==> src/rtl/mmio_switch_port.sv <==
// Switch input port on the data-memory read path: synchronizer, debouncer,
// and an event FIFO that the processor drains with loads.
module mmio_switch_port #(
  parameter int unsigned DEBOUNCE_CYCLES = 100000,
  parameter int unsigned DEPTH           = 4,
  parameter int unsigned BASE_ADDR       = 4096
) (
  input  logic        clock,
  input  logic        reset,
  input  logic [15:0] sw,
  input  logic [31:0] address,
  input  logic        rd_strobe,
  output logic        io_hit,
  output logic [31:0] q_io
);

  localparam int unsigned CNT_W  = $clog2(DEBOUNCE_CYCLES);
  localparam int unsigned PTR_W  = $clog2(DEPTH);
  localparam int unsigned CNT_FW = PTR_W + 1;
  localparam logic [CNT_W-1:0]  CNT_MAX  = CNT_W'(DEBOUNCE_CYCLES - 1);
  localparam logic [CNT_FW-1:0] FIFO_MAX = CNT_FW'(DEPTH);
  localparam logic [31:0]       BASE     = 32'(BASE_ADDR);

  logic [15:0]       sync1_q, sync2_q, cand_q, stable_q;
  logic [15:0]       cand_d, stable_d;
  logic [CNT_W-1:0]  cnt_q, cnt_d;
  logic [15:0]       mem_q [DEPTH];
  logic [PTR_W-1:0]  rd_ptr_q, rd_ptr_d, wr_ptr_q, wr_ptr_d;
  logic [CNT_FW-1:0] count_q, count_d;
  logic              ovf_q, ovf_d;
  logic [31:0]       q_io_q, q_io_d;

  logic [31:0] offset;
  logic [31:0] rdata;
  logic        rd_hit, push, push_ok, pop, drop, ovf_clr, empty, full;

  always_comb begin
    offset   = address - BASE;
    io_hit   = (offset[31:2] == 30'd0);
    rd_hit   = rd_strobe & io_hit;
    empty    = (count_q == '0);
    full     = (count_q == FIFO_MAX);

    cand_d   = cand_q;
    stable_d = stable_q;
    cnt_d    = cnt_q;
    push     = 1'b0;
    // cnt parks at its maximum once a candidate has been steady long enough
    if (sync2_q != cand_q) begin
      cand_d = sync2_q;
      cnt_d  = '0;
    end else if (cnt_q == CNT_MAX) begin
      if (cand_q != stable_q) begin
        stable_d = cand_q;
        push     = 1'b1;
      end
    end else begin
      cnt_d = cnt_q + 1'b1;
    end

    rdata   = 32'd0;
    pop     = 1'b0;
    ovf_clr = 1'b0;
    case (offset[1:0])
      2'd0: rdata = {16'd0, stable_q};
      2'd2: begin
        if (!empty) rdata = {1'b1, 15'd0, mem_q[rd_ptr_q]};
        pop = rd_hit & ~empty;
      end
      2'd3: begin
        rdata   = 32'(count_q) | {23'd0, ovf_q, 8'd0};
        ovf_clr = rd_hit;
      end
      default: rdata = 32'd0;
    endcase
    q_io_d = rd_hit ? rdata : q_io_q;

    // a pop on the same edge frees the slot a full-FIFO push needs
    push_ok  = push & (~full | pop);
    drop     = push & full & ~pop;
    rd_ptr_d = pop ? rd_ptr_q + 1'b1 : rd_ptr_q;
    wr_ptr_d = push_ok ? wr_ptr_q + 1'b1 : wr_ptr_q;
    count_d  = count_q;
    if (push_ok && !pop)      count_d = count_q + 1'b1;
    else if (pop && !push_ok) count_d = count_q - 1'b1;
    ovf_d = (ovf_q & ~ovf_clr) | drop;
  end

  always_ff @(posedge clock) begin
    if (reset) begin
      sync1_q  <= '0;
      sync2_q  <= '0;
      cand_q   <= '0;
      stable_q <= '0;
      cnt_q    <= '0;
      rd_ptr_q <= '0;
      wr_ptr_q <= '0;
      count_q  <= '0;
      ovf_q    <= 1'b0;
      q_io_q   <= '0;
    end else begin
      sync1_q  <= sw;
      sync2_q  <= sync1_q;
      cand_q   <= cand_d;
      stable_q <= stable_d;
      cnt_q    <= cnt_d;
      rd_ptr_q <= rd_ptr_d;
      wr_ptr_q <= wr_ptr_d;
      count_q  <= count_d;
      ovf_q    <= ovf_d;
      q_io_q   <= q_io_d;
    end
  end

  // Entry storage needs no reset: count gates every read of it.
  always_ff @(posedge clock) begin
    if (!reset && push_ok) mem_q[wr_ptr_q] <= stable_d;
  end

  assign q_io = q_io_q;

endmodule

==> config.mk <==
export PLATFORM = sky130hd
export DESIGN_NAME = mmio_switch_port
export DESIGN_NICKNAME = d
export VERILOG_FILES = /design/src/rtl/mmio_switch_port.sv
export SDC_FILE = /design/constraint.sdc
export NUM_CORES = 1
export LEC_CHECK = 0
export BUFFER_PORTS_ARGS = -buffer_cell sky130_fd_sc_hd__buf_2
export CORE_MARGIN = 5
export CORE_UTILIZATION = 45
export DETAILED_ROUTE_END_ITERATION = 8
export PLACE_DENSITY = 0.6
export REMOVE_ABC_BUFFERS = 1
export SYNTH_ARGS = -nofsm -noshare
export SYNTH_HDL_FRONTEND = slang
export SYNTH_SLANG_ARGS = --single-unit
==> constraint.sdc <==
create_clock -name clock -period 6 [get_ports clock]
set_clock_uncertainty 0.15 [all_clocks]
set_input_delay 0.6 -clock clock [delete_from_list [all_inputs] [get_ports clock]]
set_output_delay 0.6 -clock clock [all_outputs]
set_load 0.02 [all_outputs]
==> results.yml, run 1 <==
status:
  status: "finished clean"
drt:
  postRouteAntennaNets: 0
  avgRoutedWirePerCell_um: 16.29
  drt_iter0_drc: 195
  dr.pass1.iters: 5
  wl_mm: 14.30
  post_drt_via_cell_ratio: 5.055
  vias: 4438
  drc: 0
clocking:
  clkTransAtPathRegs_ps: 60
  cts_hold_buf: 0
  cts.sinks: 172
  clockBufferDepth: 2
  post_cts_buffers: 0
  clock-root-buffer: "clkbuf_16"
  cts_max_level: 4
  clk_latency_ps: 420
  cts_buffers: 17
  cts_tree: "built"
  post_cts_resized: 0
finish:
  fill_cells: 1421
  nets: 707
  drive_gt1_frac: 0.2311
  multi_input_area_um2: 2949
  antenna_cells: 0
  regArea_um2: 4084
  fin_cells: 878
  area_growth_pct: 14.21
synth:
  synth_area_leaders: "dfxtp_1 (30%), edfxtp_1 (27%), mux4_2 (5.0%)"
  yosys.cell_types.count: 58
  synthArstFlopShare: 0
  synthCells: 584
  syn_area_per_cell_um2: 12.39
  yosysTopAreaCell: "dfxtp_1"
  ys.flop_type: "dfxtp_1"
  synth_area_um2: 7237
  synth-edff-count: 64
  synth_top_area_frac: 0.2988
  ys_seq_elements: 172
  seq_area_frac_synth: 0.5643
  yosys_warnings: 0
floorplan:
  row_count: 46
  core_um2: 15830
  die_w_um: 136.8
  ios: 84
  start_util: 0.4572
  die_h_um: 136.8
  design.die.area_um2: 18720
timing:
  max_freq_ghz: 0.2916
  grt_setup_unrepaired: "no"
  finalWorstPathRequiredPeriod_ps: 3429
  setup_viol: 0
  tightest_slew_ps: 969.6
  period_share: 0.5716
  slew_violations: 0
  fin_setup_tns_ps: 0
  hold_ws_ps: 234.8
  finalHoldViolCount: 0
  setup_slack_ps: 2571
  relSlewSlack: 0.3536
worst_setup_path:
  endpoint_kind: "flop"
  criticalPathCategory: "flop to flop"
  rrSetupSlack_ps: 2570
  start_kind: "flop"
  worst-path-max-fanout: 16
  critical_path_required_ps: 5880
  critPathArrivalTime_ps: 3310
pwr:
  seqPwrFrac: 0.527
  pwr-share-comb: 0.036
  switching_share: 0.2058
  peakVddDrop_v: 0.0001987
  leakagePower_uw: 0.003241
  cellPowerDensity_nw_per_um2: 280.3
  p_switching_uw: 476.8
  p_int_uw: 1840
  clkPwrFrac: 0.437
grt:
  grtUsageTotal: 0.1592
  grt_pass1_wl_mm: 22.78
  grt_max_degree: 64
  grt_pass1_vias: 4414
  antenna_found_initial: 0
  grt_remaining_overflow: 0
run:
  cap_viol_max_count: 0
placed_design:
  port_buffers: 68
  pre_cts_slack_ps: 2359
  gp_congestion: 0.7312
  dp_hpwl_mm: 9.588
  dp.cells: 846
min_path:
  hp-class: "input port to flop"
-- power groups by stage --
stage          sequential, uW  clock (uW)  combinational (uW)
2_1_floorplan            1250           0                41.3
3_3_place_gp             1250           0                83.0
3_5_place_dp             1250           0                83.8
4_1_cts                  1220        1040                84.0
5_1_grt                  1220        1090                91.6
6_report                 1220        1010                82.4
-- registers in the layout (all words and copies together) (netlist names), named ones only --
register / cells
q_io: 17
rd_ptr_q: 2
stable_q: 16
mem_q: 64
wr_ptr_q: 2
sync1_q: 16
cnt_q: 17
count_q: 3
sync2_q: 16
ovf_q: 1
cand_q: 16
-- routing by layer --
layer,global-route usage,routed length [um]
met1,0.2049,6356
met2,0.2692,7128
met3,0.03824,688
met4,0.04379,128
met5,0,0
-- cells by family after synthesis --
family / Yosys count / synth area share
buffers and inverters: 50 / 0.03682
AO/OA/AOI/OAI: 57 / 0.05930
other: 1 / 0.0005182
adder cells (fa/ha/maj): 7 / 0.01314
AND/OR/NAND/NOR: 208 / 0.1751
XOR/XNOR: 50 / 0.06051
flip-flops: 172 / 0.5643
multiplexers: 39 / 0.09025
-- final timing paths --
check,from,to,cells after the start
min,sw[8],sync1_q[8]$_SDFF_PP0_,2
min reg2reg,sync1_q[15]$_SDFF_PP0_,sync2_q[15]$_SDFF_PP0_,1
max,cnt_q[5]$_SDFFE_PP0P_,mem_q[2][1]$_DFFE_PP_,5
max reg2reg,cnt_q[5]$_SDFFE_PP0P_,mem_q[2][1]$_DFFE_PP_,5
-- Yosys cell counts (7+ instances only) --
cell type  count
dfxtp_1      108
edfxtp_1      64
nor2b_1       56
nor2_1        33
nand2_1       26
xnor2_1       26
xor2_1        24
clkbuf_1      22
o21ai_0       18
buf_4         17
mux4_2        16
a21oi_1       13
a32o_1        12
nand3b_1      12
nand4_1       12
mux2_4        11
and2b_1       10
nor4_1        10
nand3_1        7
-- per-stage QoR --
| stage | util | power (uW) | cell area [um2] |
|---|---|---|---|
| 2_1_floorplan | - | 1286 | 7049 |
| 3_3_place_gp | 0.4879 | 1330 | 7722 |
| 3_5_place_dp | 0.4879 | 1331 | 7722 |
| 4_1_cts | 0.5222 | 2343 | 8265 |
| 5_1_grt | 0.5222 | 2407 | 8265 |
| 6_report | 0.5222 | 2317 | 8265 |
-- worst max-delay path, stage by stage (launching register included) --
cell	delay (ps)
dfxtp_1	360
or4b_1	530
nor4_1	560
nand4_1	290
a211oi_2	330
and2_1	810
-- cell type report --
type	instances	share of cell area
clock buffer	24	0.05722
clock inverter	8	0.008477
timing repair buffer	75	0.04753
tap	216	0.03270
multi-input combinational	376	0.3568
inverter	7	0.003179
sequential	172	0.4941
-- placed cells by master, fill, tap and decap left out, types with 6 or more instances in the layout --
cell,n
o21ai_0,18
ha_1,6
and2b_1,10
mux2_2,6
nand3_1,7
nand3b_1,12
edfxtp_1,64
buf_4,7
nor4_1,10
clkbuf_16,17
a21oi_1,13
nor2_1,33
mux4_2,16
nand4_1,12
mux2i_1,6
and2_1,6
a32o_1,12
conb_1,15
xor2_1,24
inv_1,6
dfxtp_1,108
nor2b_1,56
xnor2_1,26
nand2_1,26
buf_2,68
mux2_4,11
Power figures use the tool's default switching activity.
==> run 2: changes to the inputs <==
==> constraint.sdc (replaced) <==
create_clock -name clock -period 3.2 [get_ports clock]
set_clock_uncertainty 0.15 [all_clocks]
set_input_delay 0.32 -clock clock [delete_from_list [all_inputs] [get_ports clock]]
set_output_delay 0.32 -clock clock [all_outputs]
set_load 0.02 [all_outputs]
==> run 2 against run 1 <==
Net effect:
- cell area rose by 5.4%
- wire length up 6.5%
- register-to-register slack got worse by 2400 ps
- combinational power increased by 110%
- non-clock buffer count grew 35
- sequential power up 88%
- critical path depth increased by 7
- flip-flop and latch count is the same
- count of clock-buffer cells in the layout fell by 7
- critical path type unchanged
- highest routed layer unchanged
==> results.yml, run 2 (synthesis gave the netlist of run 1 again) <==
floorplan:
  design.die.area_um2: 18720
  start_util: 0.4572
  die_w_um: 136.8
  core_um2: 15830
  row_count: 46
  die_h_um: 136.8
  ios: 84
finish:
  drive_gt1_frac: 0.2539
  final_core_util: 0.5504
  antenna_cells: 0
  multi_input_area_um2: 2955
  fill_cells: 1336
  largest_reg_flops: 64
  mostFrequentLayoutCell: "dfxtp_1"
  regArea_um2: 4084
  regMostFlops: "mem_q"
  area_growth_pct: 20.38
  nets: 742
  postLayoutCellArea_um2: 8712
  layout_common_cells: "dfxtp_1 (108), buf_2 (68), edfxtp_1 (64)"
drt:
  drt_iter0_drc: 237
  post_drt_via_cell_ratio: 5.104
  dr.pass1.iters: 6
  drc: 0
  wl_mm: 15.24
  vias: 4660
  postRouteAntennaNets: 0
  avgRoutedWirePerCell_um: 16.69
pwr:
  peakVddDrop_v: 0.0004374
  leakagePower_uw: 0.003457
  cellPowerDensity_nw_per_um2: 516.5
  finalPower_uw: 4500
worst_setup_path:
  r2r-end: "count_q[2]$_SDFFE_PP0P_"
  criticalPathCategory: "flop to flop"
  timing.rr.start: "cand_q[8]$_SDFFE_PP0P_"
  rrSetupSlack_ps: 170
  critPathArrivalTime_ps: 3240
  rr_worst_depth: 12
  worst-path-max-fanout: 3
  endpoint_kind: "flop"
  start_kind: "flop"
  critical_path_required_ps: 3410
clocking:
  cts.sinks: 172
  clkTransAtPathRegs_ps: 70
  clk_latency_ps: 440
  cts_tree: "built"
  cts_buffers: 17
  clockBufferDepth: 2
  clock-root-buffer: "clkbuf_16"
  cts_max_level: 4
placed_design:
  dp_hpwl_mm: 10.03
  gp_congestion: 0.7675
  port_buffers: 68
  place_area_um2: 7953
timing:
  fin_setup_tns_ps: 0
  period_share: 0.9460
  relSlewSlack: 0.4642
  slew_violations: 0
  finalHoldViolCount: 0
  max_freq_ghz: 0.3303
  setup_viol: 0
  tightest_slew_ps: 803.7
  grt_setup_unrepaired: "no"
  finalWorstPathRequiredPeriod_ps: 3027
grt:
  grt_remaining_overflow: 0
  grtUsageTotal: 0.1704
  antenna_found_initial: 0
  grt_max_degree: 60
  grt_pass1_wl_mm: 24.20
  grt_pass1_vias: 4748
min_path:
  holdPathEnd: "ovf_q$_SDFF_PP0_"
  min-delay-start: "address[1]"
  worstHoldPathCells: 4
  hp-class: "input port to flop"
run:
  cap_viol_max_count: 0
status:
  status: "finished clean"
run 2: cell types whose count changed in the layout (fill, tap and decap cells not counted), moves of 4 or more:
cell           delta
inv_6             +6
dlygate4sd3_1    +16
clkbuf_1          -4
inv_8             +4
buf_4            +12
buf_12            +7
clkinv_8          +4
clkinv_2          -4
run 2: per-stage QoR:
| step | instances | hold WS [ps] | setup slack [ps] |
|---|---|---|---|
| after floorplan | 555 | 239.1 | 246.5 |
| after global placement | 865 | 268.9 | 107.9 |
| after detailed placement | 865 | 273.4 | 9.186 |
| after CTS | 913 | 72.39 | 133.6 |
| after global routing | 913 | 100.3 | 16.37 |
| final | 913 | 89.76 | 172.8 |
run 2: worst max-delay path: stages (launching register included):
cell	delay [ps]
dfxtp_1	350
xnor2_1	240
nand4_1	220
nor4_1	280
buf_4	200
nand4_1	140
a21oi_1	160
ha_1	180
inv_1	50
fa_1	380
xor2_1	160
or3_1	310
a21oi_1	140
run 2: per-layer routing:
layer | global-route usage | wire length, um | vias up
met1 | 0.2046 | 6589 | 2268
met2 | 0.3026 | 7773 | 114
li1 | - | - | 2263
met3 | 0.04596 | 743 | 15
met5 | 0 | 0 | -
met4 | 0.04435 | 131 | 0
run 2: power by group:
| group | leakage [uW] | internal [uW] | total, uW | switching [uW] |
|---|---|---|---|---|
| clock network | 0.000292 | 1050 | 2040 | 983 |
| registers | 0.00162 | 2270 | 2290 | 13.5 |
| logic | 0.00154 | 80.4 | 176 | 95.6 |
run 2: cell type report:
cell class	count	share of cell area
tap	216	0.03102
multi-input combinational	376	0.3392
clock inverter	15	0.01924
clock buffer	17	0.04883
inverter	7	0.003016
sequential	172	0.4688
timing repair buffer	110	0.08990
run 2: timing repair:
item,4_1_cts,5_1_grt
resized for setup,0,1
hold endpoints to repair,16,0
buffers inserted,0,0
hold buffers,16,0
endpoints found under the setup margin,0,1
run 2: worst max path at each step:
stage,startpoint,cells after the start,slack [ps],to
6_report,cand_q[8]$_SDFFE_PP0P_,12,170,count_q[2]$_SDFFE_PP0P_
3_5_place_dp,address[13],12,9,count_q[2]$_SDFFE_PP0P_
4_1_cts,cnt_q[5]$_SDFFE_PP0P_,10,130,count_q[2]$_SDFFE_PP0P_
5_1_grt,cand_q[8]$_SDFFE_PP0P_,12,20,count_q[2]$_SDFFE_PP0P_
2_1_floorplan,address[1],11,250,count_q[2]$_SDFFE_PP0P_
3_3_place_gp,address[13],12,110,count_q[2]$_SDFFE_PP0P_
